==> src/rtl/riscv_pkg.sv <==
// Types and constants shared by the fetch unit and the opcode decoder.
package riscv_pkg;

  localparam int unsigned XLEN = 32;

  localparam logic [6:0]  OPC_OP     = 7'b0110011;
  localparam logic [6:0]  OPC_OP_IMM = 7'b0010011;
  localparam logic [31:0] NOP_INSTR  = 32'h0000_0013;

  typedef struct packed {
    logic [31:0]     instr;
    logic [XLEN-1:0] pc;
  } fetch_entry_t;

  function automatic logic [XLEN-1:0] align_word(input logic [XLEN-1:0] addr);
    return addr & ~XLEN'(3);
  endfunction

endpackage

==> src/rtl/fifo_fetch.sv <==
// Two-entry synchronous queue of fetched {instr, pc} pairs; head is a register read.
module fifo_fetch
  import riscv_pkg::*;
(
  input  logic         clk_i,
  input  logic         rst_ni,
  input  logic         push,
  input  logic         pop,
  input  logic         flush,
  input  fetch_entry_t wdata,
  output logic         full,
  output logic         empty,
  output fetch_entry_t head
);

  fetch_entry_t mem_q [2];
  logic         wr_ptr_q;
  logic         rd_ptr_q;
  logic [1:0]   count_q;
  logic         do_push;
  logic         do_pop;

  assign empty   = (count_q == 2'd0);
  assign full    = (count_q == 2'd2);
  assign do_pop  = pop && !empty;
  // A full queue still takes a push when the head leaves in the same cycle.
  assign do_push = push && (!full || do_pop);
  assign head    = mem_q[rd_ptr_q];

  always_ff @(posedge clk_i) begin
    if (!rst_ni) begin
      mem_q[0] <= '0;
      mem_q[1] <= '0;
      wr_ptr_q <= 1'b0;
      rd_ptr_q <= 1'b0;
      count_q  <= 2'd0;
    end else if (flush) begin
      wr_ptr_q <= 1'b0;
      rd_ptr_q <= 1'b0;
      count_q  <= 2'd0;
    end else begin
      if (do_push) begin
        mem_q[wr_ptr_q] <= wdata;
        wr_ptr_q        <= ~wr_ptr_q;
      end
      if (do_pop) begin
        rd_ptr_q <= ~rd_ptr_q;
      end
      count_q <= count_q + 2'(do_push) - 2'(do_pop);
    end
  end

endmodule

==> src/rtl/fetch_instrucciones.sv <==
// Instruction fetch: PC, credit-limited memory requests, in-order response tagging and
// redirect flush. Define FETCH_ALIGN_CHK_EN to trap misaligned redirects (fault_o, HALT).
//
// state   | meaning
// ST_RUN  | normal fetching
// ST_HALT | misaligned redirect seen; no more requests until reset
module fetch_instrucciones #(
  parameter int unsigned     XLEN     = 32,
  parameter logic [XLEN-1:0] RESET_PC = '0
) (
  input  logic            clk_i,
  input  logic            rst_ni,
  output logic            imem_req_o,
  output logic [XLEN-1:0] imem_addr_o,
  input  logic            imem_gnt_i,
  input  logic            imem_rvalid_i,
  input  logic [31:0]     imem_rdata_i,
  input  logic            redirect_i,
  input  logic [XLEN-1:0] redirect_pc_i,
  output logic            valid_o,
  input  logic            ready_i,
  output logic [31:0]     instr_o,
  output logic [XLEN-1:0] pc_o,
  output logic [6:0]      opcode_o
`ifdef FETCH_ALIGN_CHK_EN
  ,
  output logic            fault_o
`endif
);

  import riscv_pkg::*;

`ifdef FETCH_ALIGN_CHK_EN
  typedef enum logic {ST_RUN, ST_HALT} state_t;
`else
  typedef enum logic {ST_RUN} state_t;
`endif

  state_t          state_q;
  logic            fetch_en_q;
  logic [XLEN-1:0] fetch_pc_q;
  logic [1:0]      outstanding_q;
  logic [1:0]      drop_q;
  logic [XLEN-1:0] tag_q [2];
  logic            tag_wr_q;
  logic            tag_rd_q;

  logic            fifo_full;
  logic            fifo_empty;
  logic            fifo_push;
  logic            pop;
  logic            grant;
  logic [1:0]      occupancy;
  logic [2:0]      slots_in_use;
  fetch_entry_t    fifo_head;
  fetch_entry_t    fifo_wdata;

  assign valid_o   = !fifo_empty;
  assign pop       = valid_o && ready_i;
  assign occupancy = fifo_full ? 2'd2 : (fifo_empty ? 2'd0 : 2'd1);

  // A word leaving the FIFO this cycle frees its slot, which sustains one fetch per cycle.
  assign slots_in_use = 3'(outstanding_q) + 3'(occupancy) - 3'(pop);

  assign imem_req_o  = fetch_en_q && (state_q == ST_RUN) && (slots_in_use < 3'd2);
  assign imem_addr_o = fetch_pc_q;
  assign grant       = imem_req_o && imem_gnt_i;

  assign fifo_push        = imem_rvalid_i && (drop_q == 2'd0) && !redirect_i
                            && (state_q == ST_RUN);
  assign fifo_wdata.instr = imem_rdata_i;
  assign fifo_wdata.pc    = tag_q[tag_rd_q];

  fifo_fetch u_fifo (
    .clk_i  (clk_i),
    .rst_ni (rst_ni),
    .push   (fifo_push),
    .pop    (pop),
    .flush  (redirect_i),
    .wdata  (fifo_wdata),
    .full   (fifo_full),
    .empty  (fifo_empty),
    .head   (fifo_head)
  );

  assign instr_o  = fifo_head.instr;
  assign pc_o     = fifo_head.pc;
  assign opcode_o = fifo_head.instr[6:0];

  always_ff @(posedge clk_i) begin
    if (!rst_ni) begin
      state_q       <= ST_RUN;
      fetch_en_q    <= 1'b0;
      fetch_pc_q    <= RESET_PC;
      outstanding_q <= 2'd0;
      drop_q        <= 2'd0;
      tag_q[0]      <= '0;
      tag_q[1]      <= '0;
      tag_wr_q      <= 1'b0;
      tag_rd_q      <= 1'b0;
`ifdef FETCH_ALIGN_CHK_EN
      fault_o       <= 1'b0;
`endif
    end else begin
      fetch_en_q    <= 1'b1;
      outstanding_q <= outstanding_q + 2'(grant) - 2'(imem_rvalid_i);
      // Tags follow every request, dropped or not, so they stay aligned with responses.
      if (grant) begin
        tag_q[tag_wr_q] <= fetch_pc_q;
        tag_wr_q        <= ~tag_wr_q;
      end
      if (imem_rvalid_i) begin
        tag_rd_q <= ~tag_rd_q;
      end
      if (redirect_i) begin
        fetch_pc_q <= align_word(redirect_pc_i);
        drop_q     <= outstanding_q - 2'(imem_rvalid_i) + 2'(grant);
`ifdef FETCH_ALIGN_CHK_EN
        if (redirect_pc_i[1:0] != 2'b00) begin
          state_q <= ST_HALT;
          fault_o <= 1'b1;
        end
`endif
      end else begin
        if (grant) begin
          fetch_pc_q <= fetch_pc_q + XLEN'(4);
        end
        if (imem_rvalid_i && (drop_q != 2'd0)) begin
          drop_q <= drop_q - 2'd1;
        end
      end
    end
  end

endmodule
==> config.mk <==
export PLATFORM = sky130hd
export DESIGN_NAME = fetch_instrucciones
export DESIGN_NICKNAME = d
export VERILOG_FILES = /design/src/rtl/riscv_pkg.sv /design/src/rtl/fifo_fetch.sv /design/src/rtl/fetch_instrucciones.sv
export SDC_FILE = /design/constraint.sdc
export NUM_CORES = 1
export LEC_CHECK = 0
export ABC_CLOCK_PERIOD_IN_PS = 7900
export BUFFER_PORTS_ARGS = -buffer_cell sky130_fd_sc_hd__clkbuf_2
export CAP_MARGIN = 20
export CORE_ASPECT_RATIO = 0.6
export CORE_MARGIN = 2
export CORE_UTILIZATION = 61
export CTS_CLUSTER_DIAMETER = 80
export DETAILED_ROUTE_END_ITERATION = 7
export PLACE_DENSITY_LB_ADDON = 0.15
export SETUP_SLACK_MARGIN = 0.4
export SKIP_LAST_GASP = 1
export SLEW_MARGIN = 20
export SYNTH_ARGS = -nofsm -noshare
export SYNTH_HDL_FRONTEND = slang
export SYNTH_SLANG_ARGS = --single-unit
==> constraint.sdc <==
create_clock -name clk_i -period 7.9 [get_ports clk_i]
set_input_delay 1.58 -clock clk_i [delete_from_list [all_inputs] [get_ports clk_i]]
set_output_delay 1.58 -clock clk_i [all_outputs]
set_load 0.02 [all_outputs]
==> results of run 1 <==
## how the worst max path moves through the flow
stage	start	end	slack [ns]
final	ready_i	tag_q[1][2]	2.69
after global routing	ready_i	tag_q[1][4]	2.47
after CTS	ready_i	tag_q[1][5]	2.73
after detailed placement	ready_i	tag_q[1][2]	2.25
after global placement	ready_i	tag_q[1][2]	2.36
after floorplan	ready_i	tag_q[0][10]	2.14
## registers in the layout, summed over array words and instances (netlist names), 2 cells and up, named ones only
name	count
u_fifo.mem_q	124
outstanding_q	2
u_fifo.count_q	2
tag_q	60
drop_q	2
imem_addr_o	30
## power breakdown
part	internal (mW)	switching (mW)	leakage (nW)
clock network	0.553	0.415	0.308
registers	1.42	0.0627	2.27
logic	0.176	0.306	2.18
total	2.15	0.784	4.76
## cells by family after synthesis
group           synth area share
simple gates               0.164
flops                      0.630
mux                        0.100
buf+inv                   0.0323
compound gates            0.0316
xor+xnor                  0.0294
fa+ha+maj                 0.0118
other cells             0.000370
## cell usage after synthesis, drive strengths merged (2+ instances only)
cell      n
edfxtp  184
and2     96
nor2     84
mux2     62
and3     49
dfxtp    43
clkbuf   42
mux2i    32
xnor2    29
o21ai    21
a21oi    20
nand2    18
buf      17
nor3     15
inv      14
nand4    11
nand3     9
ha        8
a211oi    7
nor4      7
xor2      5
nor2b     4
and4      3
nand2b    3
nor3b     3
o22ai     3
a311oi    2
## routing by layer
metal / global-route usage / share of wire / up-vias
met3: 0.0525 / 0.070 / 44
met1: 0.362 / 0.44 / 3269
met4: 0.0659 / 0.023 / 0
met2: 0.420 / 0.47 / 259
li1: - / - / 3134
met5: 0 / 0 / -
## worst max-delay path, stage by stage
cell and delay [ns]:
sky130_fd_sc_hd__clkbuf_2 0.11, sky130_fd_sc_hd__and2_1 0.14, sky130_fd_sc_hd__ha_1 0.28, sky130_fd_sc_hd__nand2b_1 0.15
sky130_fd_sc_hd__fa_1 0.42, sky130_fd_sc_hd__xor2_1 0.31, sky130_fd_sc_hd__and2_1 0.39, sky130_fd_sc_hd__and3_1 0.93
sky130_fd_sc_hd__nand2b_1 0.66, sky130_fd_sc_hd__buf_4 0.39
## per-stage QoR
| step | area [um2] | std cells | utilization |
|---|---|---|---|
| 2_1_floorplan | 10200 | 802 | - |
| 3_3_place_gp | 11100 | 1149 | 0.683 |
| 3_5_place_dp | 11100 | 1149 | 0.683 |
| 4_1_cts | 11700 | 1184 | 0.722 |
| 5_1_grt | 11700 | 1184 | 0.723 |
| 6_report | 11700 | 1184 | 0.723 |
## layout make-up
| type | count | area, um2 | area share |
|---|---|---|---|
| Sequential cell | 227 | 6390 | 0.544 |
| Multi-Input combinational cell | 501 | 3460 | 0.295 |
| Timing Repair Buffer | 178 | 916 | 0.0780 |
| Clock buffer | 26 | 544 | 0.0463 |
| Tap cell | 228 | 285 | 0.0243 |
| Clock inverter | 9 | 96.3 | 0.00820 |
| Inverter | 15 | 56.3 | 0.00479 |
==> results_tabular.tex, run 1 <==
\begin{tabular}{lr}
\hline
Metric & Value \\
\hline
\multicolumn{2}{l}{\textbf{Status}} \\
\quad Result of the run & complete, no violations \\
\multicolumn{2}{l}{\textbf{Layout}} \\
\quad Number of nets in the layout & 1023 \\
\quad Layout cell share with drive strength beyond 1 & 0.295 \\
\quad Synth-to-layout area growth & 15.9\% \\
\quad Number of filler cells placed in the layout & roughly 1100 \\
\quad Leading cell type in the layout, fill and taps excluded & sky130\_fd\_sc\_hd\_\_edfxtp\_1 \\
\quad Antenna Cells & 0 \\
\quad Highest-count cells in the layout ignoring fill and taps & sky130\_fd\_sc\_hd\_\_edfxtp\_1 (184), sky130\_fd\_sc\_hd\_\_clkbuf\_2 (168), sky130\_fd\_sc\_hd\_\_and2\_1 (96), sky130\_fd\_sc\_hd\_\_nor2\_1 (83), sky130\_fd\_sc\_hd\_\_mux2\_2 (62) \\
\multicolumn{2}{l}{\textbf{Logic synthesis}} \\
\quad Count of warnings emitted by yosys & 0 \\
\quad Number of instances in the synthesized netlist & 799 \\
\quad Synth cell types & between 40 and 50 \\
\quad Cell type with the highest aggregate area in the netlist & sky130\_fd\_sc\_hd\_\_edfxtp\_1 \\
\quad Yosys top cell area share & 0.545 \\
\quad Number of synthesized flops with an enable pin & 184 \\
\quad Post-Synthesis Cell Area & roughly 10000 um2 \\
\quad Leading post-synthesis cells by cell area & sky130\_fd\_sc\_hd\_\_edfxtp\_1 (54\%), sky130\_fd\_sc\_hd\_\_dfxtp\_1 (8.5\%), sky130\_fd\_sc\_hd\_\_mux2\_2 (6.9\%) \\
\quad Mapped Avg Cell Area & between 10 and 15 um2 \\
\quad Sequential area share after synthesis & 0.630 \\
\quad Fraction of registers with async set/reset & 0 \\
\quad Flops \& latches, synth & 227 \\
\quad Post-synth top flop & sky130\_fd\_sc\_hd\_\_edfxtp\_1 \\
\multicolumn{2}{l}{\textbf{Flow run}} \\
\quad Max cap viols & 0 \\
\multicolumn{2}{l}{\textbf{GRT}} \\
\quad Pin count of the biggest net entering global routing & 71 \\
\quad Number of global-route vias before repair & 6829 \\
\quad GRT Overall Usage & 0.259 \\
\quad First-pass GRT wire length & approximately 36000 um \\
\quad Initial antenna violation count & 0 \\
\quad Total grt overflow & 0 \\
\multicolumn{2}{l}{\textbf{STA}} \\
\quad Total setup violations reported at the end of the flow & 0 \\
\quad Max-slew headroom & 0.284 \\
\quad Final number of hold-violating endpoints & 0 \\
\quad Setup clock skew after layout & $\sim$0.025 ns \\
\quad Part of the cycle the worst path needs & 0.660 \\
\quad Final critical-path setup slack & 2.69 ns \\
\quad Count of pins over their slew limit & 0 \\
\quad Worst-margin pin slew & around 1.1 ns \\
\quad Highest clock frequency the design can meet & about 190 MHz \\
\quad Post-route minimum period & approximately 5.2 ns \\
\quad Hold\_ws & around 0.52 ns \\
\quad Setup repair after global routing missed its margin & false \\
\quad Setup TNS after final layout & 0 ns \\
\multicolumn{2}{l}{\textbf{Placement}} \\
\quad Worst slack at placement & between 2 and 2.5 ns \\
\quad GP Congestion & a little over 0.8 \\
\quad Detailed-placement wirelength estimate & 14800 um \\
\quad Number of I/O port buffers & about 170 \\
\multicolumn{2}{l}{\textbf{Route}} \\
\quad Violation count after the first detailed-route iteration & between 500 and 600 \\
\quad Total number of vias & approximately 6700 \\
\quad First drt pass iteration count & 7 \\
\quad Antenna Violating Nets Remaining & 0 \\
\quad Post-DR vias/cell & between 5 and 6 \\
\quad Sum of routed wire length over all layers & approximately 23000 um \\
\quad DRC violations left & 0 \\
\quad Average wire per standard cell & roughly 19 um \\
\multicolumn{2}{l}{\textbf{CTS}} \\
\quad CTS Buf Count & 21 \\
\quad \# clock sinks & 227 \\
\quad Post-CTS Setup Inserts & 0 \\
\quad Count of instances resized after the clock tree is built & 0 \\
\quad Root buf cell & sky130\_fd\_sc\_hd\_\_clkbuf\_16 \\
\quad Post-CTS Hold Fix Bufs & 0 \\
\quad Clock network latency to the later pin of the worst-skew pair & 0.51 ns \\
\quad Deepest clock path buffer count & 3 \\
\quad CTS H-tree lvls & 1 \\
\quad TritonCTS clock tree & yes \\
\quad Post-CTS clock slew at the launch and capture registers of the worst setup and hold paths & $\sim$0.060 ns \\
\multicolumn{2}{l}{\textbf{Setup path}} \\
\quad Worst-case register-to-register setup slack & roughly 3.2 ns \\
\quad Sort of element at the end of the critical path & flop \\
\quad Worst Path Class, Setup & input pin to flop \\
\quad Capture instance of the worst register-to-register path & tag\_q[1][2] \\
\quad Startpoint of the worst register-to-register path & u\_fifo.count\_q[1] \\
\quad Data arrival time of the critical path & 5.39 ns \\
\quad Worst-case reg-to-reg path depth & 10 \\
\quad Category of the worst setup path launch point & input pin \\
\quad Required time of the critical path & $\sim$8.1 ns \\
\quad Highest net fanout along the worst path & 31 \\
\multicolumn{2}{l}{\textbf{Die}} \\
\quad Floorplan row count & 36 \\
\quad Overall die width & approximately 170 um \\
\quad Die Footprint & $\sim$18000 um2 \\
\quad Number of ports placed on the die boundary & between 150 and 200 \\
\quad Vert. Die Dim & between 100 and 150 um \\
\quad Area of the core & about 16000 um2 \\
\quad Initial core utilization & 0.624 \\
\multicolumn{2}{l}{\textbf{Pwr}} \\
\quad IR Drop Worst-Case VDD & approximately 0.16 mV \\
\quad P per Cell Area & about 250 nW/um2 \\
\quad Total Power Consumption & 2.93 mW \\
\quad Static Leak & 4.76 nW \\
\multicolumn{2}{l}{\textbf{Min path}} \\
\quad Class of the most critical hold timing path & flop to flop \\
\quad Hold Path Stages & 2 \\
\quad Origin of the worst min-delay path & u\_fifo.rd\_ptr\_q \\
\hline
\end{tabular}
Power figures use the tool's default switching activity.
==> run 2, diff against run 1 <==
- ABC_CLOCK_PERIOD_IN_PS: 7900 -> 5000
- CORE_UTILIZATION: 61 -> 56
- clock period: 7.9 -> 5 ns (I/O delays scaled with it)
==> run 2 against run 1 <==
  * Power grew 58%
  * Clock-buffer cell count rose by 4
  * First-iteration DRC count decreased by 2.9%
  * Sequential power rose by 58%
  * Clock power is 56% higher
  * Critical path depth is 2 lower
  * Flip-flop and latch count stayed put
  * Core utilization fell by 6.1 points
  * Critical endpoint is now imem_req_o
  * Largest power group unchanged
==> results_tabular.tex, run 2 (synthesis results as in run 1) <==
\begin{tabular}{lr}
\hline
Metric & Value \\
\hline
\multicolumn{2}{l}{\textbf{Setup path}} \\
\quad Required time of the critical path & roughly 4.0 ns \\
\quad Crit-path max cell delay & 0.42 ns \\
\quad Category of the worst setup path launch point & flop \\
\quad Worst Path Class, Setup & flop to output port \\
\quad Chain of cells forming the critical path & or2\_2 > and2\_1 > ha\_1 > nand2b\_1 > fa\_1 > xor2\_1 > and3\_1 > clkbuf\_2 \\
\quad Sort of element at the end of the critical path & output port \\
\quad Kind of cell adding the most delay to the critical path & simple AND/OR/NAND/NOR gates \\
\quad Highest net fanout along the worst path & 4 \\
\quad Number of buffer and inverter stages on the critical path & 1 \\
\quad Data arrival time of the critical path & 2.98 ns \\
\quad Cell with the largest stage delay on the worst path & sky130\_fd\_sc\_hd\_\_fa\_1 \\
\quad Worst-case register-to-register setup slack & 1.05 ns \\
\multicolumn{2}{l}{\textbf{Layout}} \\
\quad Number of filler cells placed in the layout & about 1400 \\
\quad Leading cell type in the layout, fill and taps excluded & sky130\_fd\_sc\_hd\_\_edfxtp\_1 \\
\quad Max FFs per register & 124 \\
\quad Highest-count cells in the layout ignoring fill and taps & sky130\_fd\_sc\_hd\_\_edfxtp\_1 (184), sky130\_fd\_sc\_hd\_\_clkbuf\_2 (168), sky130\_fd\_sc\_hd\_\_and2\_1 (96), sky130\_fd\_sc\_hd\_\_nor2\_1 (83), sky130\_fd\_sc\_hd\_\_mux2\_2 (62) \\
\quad Number of nets in the layout & roughly 1000 \\
\quad Antenna Cells & 0 \\
\quad Layout cell share with drive strength beyond 1 & 0.302 \\
\quad Synth-to-layout area growth & 16.6\% \\
\quad Biggest register & u\_fifo.mem\_q \\
\multicolumn{2}{l}{\textbf{STA}} \\
\quad Max-slew headroom & 0.269 \\
\quad Worst-margin pin slew & 1.10 ns \\
\quad Total setup violations reported at the end of the flow & 0 \\
\quad Post-route minimum period & roughly 4 ns \\
\quad Count of pins over their slew limit & 0 \\
\quad Setup TNS after final layout & 0 ns \\
\quad Highest clock frequency the design can meet & between 200 and 300 MHz \\
\quad Setup repair after global routing missed its margin & false \\
\quad Part of the cycle the worst path needs & 0.796 \\
\quad Final number of hold-violating endpoints & 0 \\
\quad Setup clock skew after layout & just over 0.009 ns \\
\multicolumn{2}{l}{\textbf{GRT}} \\
\quad First-pass GRT wire length & around 35000 um \\
\quad Most Used Layer, Global Route & met2 \\
\quad GRT Overall Usage & 0.239 \\
\quad Pin count of the biggest net entering global routing & 45 \\
\quad Fraction of met2 tracks used by global routing & 0.371 \\
\quad Total grt overflow & 0 \\
\quad Number of global-route vias before repair & roughly 6700 \\
\quad Met1 Usage GRT & 0.350 \\
\quad Met3 Use GR & 0.0447 \\
\quad Initial antenna violation count & 0 \\
\multicolumn{2}{l}{\textbf{CTS}} \\
\quad Post-CTS clock slew at the launch and capture registers of the worst setup and hold paths & roughly 0.06 ns \\
\quad Post-CTS Setup Inserts & 0 \\
\quad CTS H-tree lvls & 1 \\
\quad Clock network latency to the later pin of the worst-skew pair & $\sim$0.5 ns \\
\quad TritonCTS clock tree & yes \\
\quad Post-CTS Hold Fix Bufs & 0 \\
\quad Root buf cell & sky130\_fd\_sc\_hd\_\_clkbuf\_16 \\
\quad CTS Buf Count & 21 \\
\quad Count of instances resized after the clock tree is built & 0 \\
\quad \# clock sinks & between 200 and 250 \\
\quad Deepest clock path buffer count & 3 \\
\multicolumn{2}{l}{\textbf{Pwr}} \\
\quad Portion of total power attributed to combinational logic & 0.166 \\
\quad Clock share of power & 0.328 \\
\quad Net switching fraction of the power & 0.273 \\
\quad Internal portion of total power & around 3.4 mW \\
\quad IR Drop Worst-Case VDD & a little under 0.2 mV \\
\quad Total Power Consumption & approximately 4.6 mW \\
\quad Switching power total & roughly 1.3 mW \\
\quad Static Leak & roughly 4.8 nW \\
\quad Sequential Power Share & 0.506 \\
\quad P per Cell Area & roughly 400 nW/um2 \\
\multicolumn{2}{l}{\textbf{Die}} \\
\quad Overall die width & 178 um \\
\quad Area of the core & $\sim$18000 um2 \\
\quad Initial core utilization & 0.567 \\
\quad Number of ports placed on the die boundary & between 150 and 200 \\
\quad Floorplan row count & 38 \\
\quad Die Footprint & 19200 um2 \\
\quad Vert. Die Dim & between 100 and 150 um \\
\multicolumn{2}{l}{\textbf{Route}} \\
\quad DRC violations left & 0 \\
\quad Post-DR vias/cell & 5.51 \\
\quad Violation count after the first detailed-route iteration & 540 \\
\quad Total number of vias & between 6000 and 7000 \\
\quad Sum of routed wire length over all layers & 22800 um \\
\quad First drt pass iteration count & 5 \\
\quad Antenna Violating Nets Remaining & 0 \\
\quad Average wire per standard cell & 18.9 um \\
\multicolumn{2}{l}{\textbf{Placement}} \\
\quad Detailed-placement wirelength estimate & 15300 um \\
\quad Number of I/O port buffers & 168 \\
\quad GP Congestion & 0.802 \\
\multicolumn{2}{l}{\textbf{Status}} \\
\quad Result of the run & complete, no violations \\
\multicolumn{2}{l}{\textbf{Flow run}} \\
\quad Max cap viols & 0 \\
\multicolumn{2}{l}{\textbf{Min path}} \\
\quad Class of the most critical hold timing path & flop to flop \\
\hline
\end{tabular}
## run 2: per-layer routing
metal	routed length, um	vias up
li1	-	3141
met1	10600	3206
met2	10300	249
met3	1520	38
met4	437	0
met5	0	-
## run 2: metrics by stage
step / hold slack [ns] / cells / setup WS, ns / instance area, um2 / utilization
2_1_floorplan: 0.480 / 802 / 0.634 / 10200 / -
3_3_place_gp: 0.494 / 1165 / 0.885 / 11200 / 0.624
3_5_place_dp: 0.519 / 1165 / 0.762 / 11200 / 0.624
4_1_cts: 0.539 / 1203 / 1.04 / 11800 / 0.660
5_1_grt: 0.570 / 1204 / 0.859 / 11800 / 0.662
6_report: 0.534 / 1204 / 1.02 / 11800 / 0.662
## run 2: power by group through the flow
stage / clock network, mW / registers, mW / logic, mW
after floorplan: 0 / 2.36 / 0.522
after global placement: 0 / 2.37 / 0.739
after detailed placement: 0 / 2.38 / 0.762
after CTS: 1.54 / 2.34 / 0.768
after global routing: 1.61 / 2.36 / 0.839
final: 1.51 / 2.34 / 0.768
## run 2: area by class of cell
cell class              count  area, um2  share of cell area
clock buffers              30        599              0.0507
clock inverters             8       45.0             0.00381
inverters                  15       56.3             0.00476
multi-input cells         501       3460               0.292
flip-flops and latches    227       6390               0.540
well taps                 240        300              0.0254
repair buffers            183        978              0.0827
## run 2: final timing paths
| path | start | to | cells past startpoint |
|---|---|---|---|
| max | u_fifo.count_q[1] | imem_req_o | 8 |
| min | u_fifo.rd_ptr_q | flop | 2 |
| max reg2reg | u_fifo.count_q[1] | tag_q[0][4] | 11 |
| min reg2reg | u_fifo.rd_ptr_q | flop | 2 |
## run 2: worst min-delay path, cell delays in order, from the launching register on
cell and delay (ns):
sky130_fd_sc_hd__dfxtp_1 0.32, sky130_fd_sc_hd__xnor2_1 0.09, sky130_fd_sc_hd__nor2_1 0.08
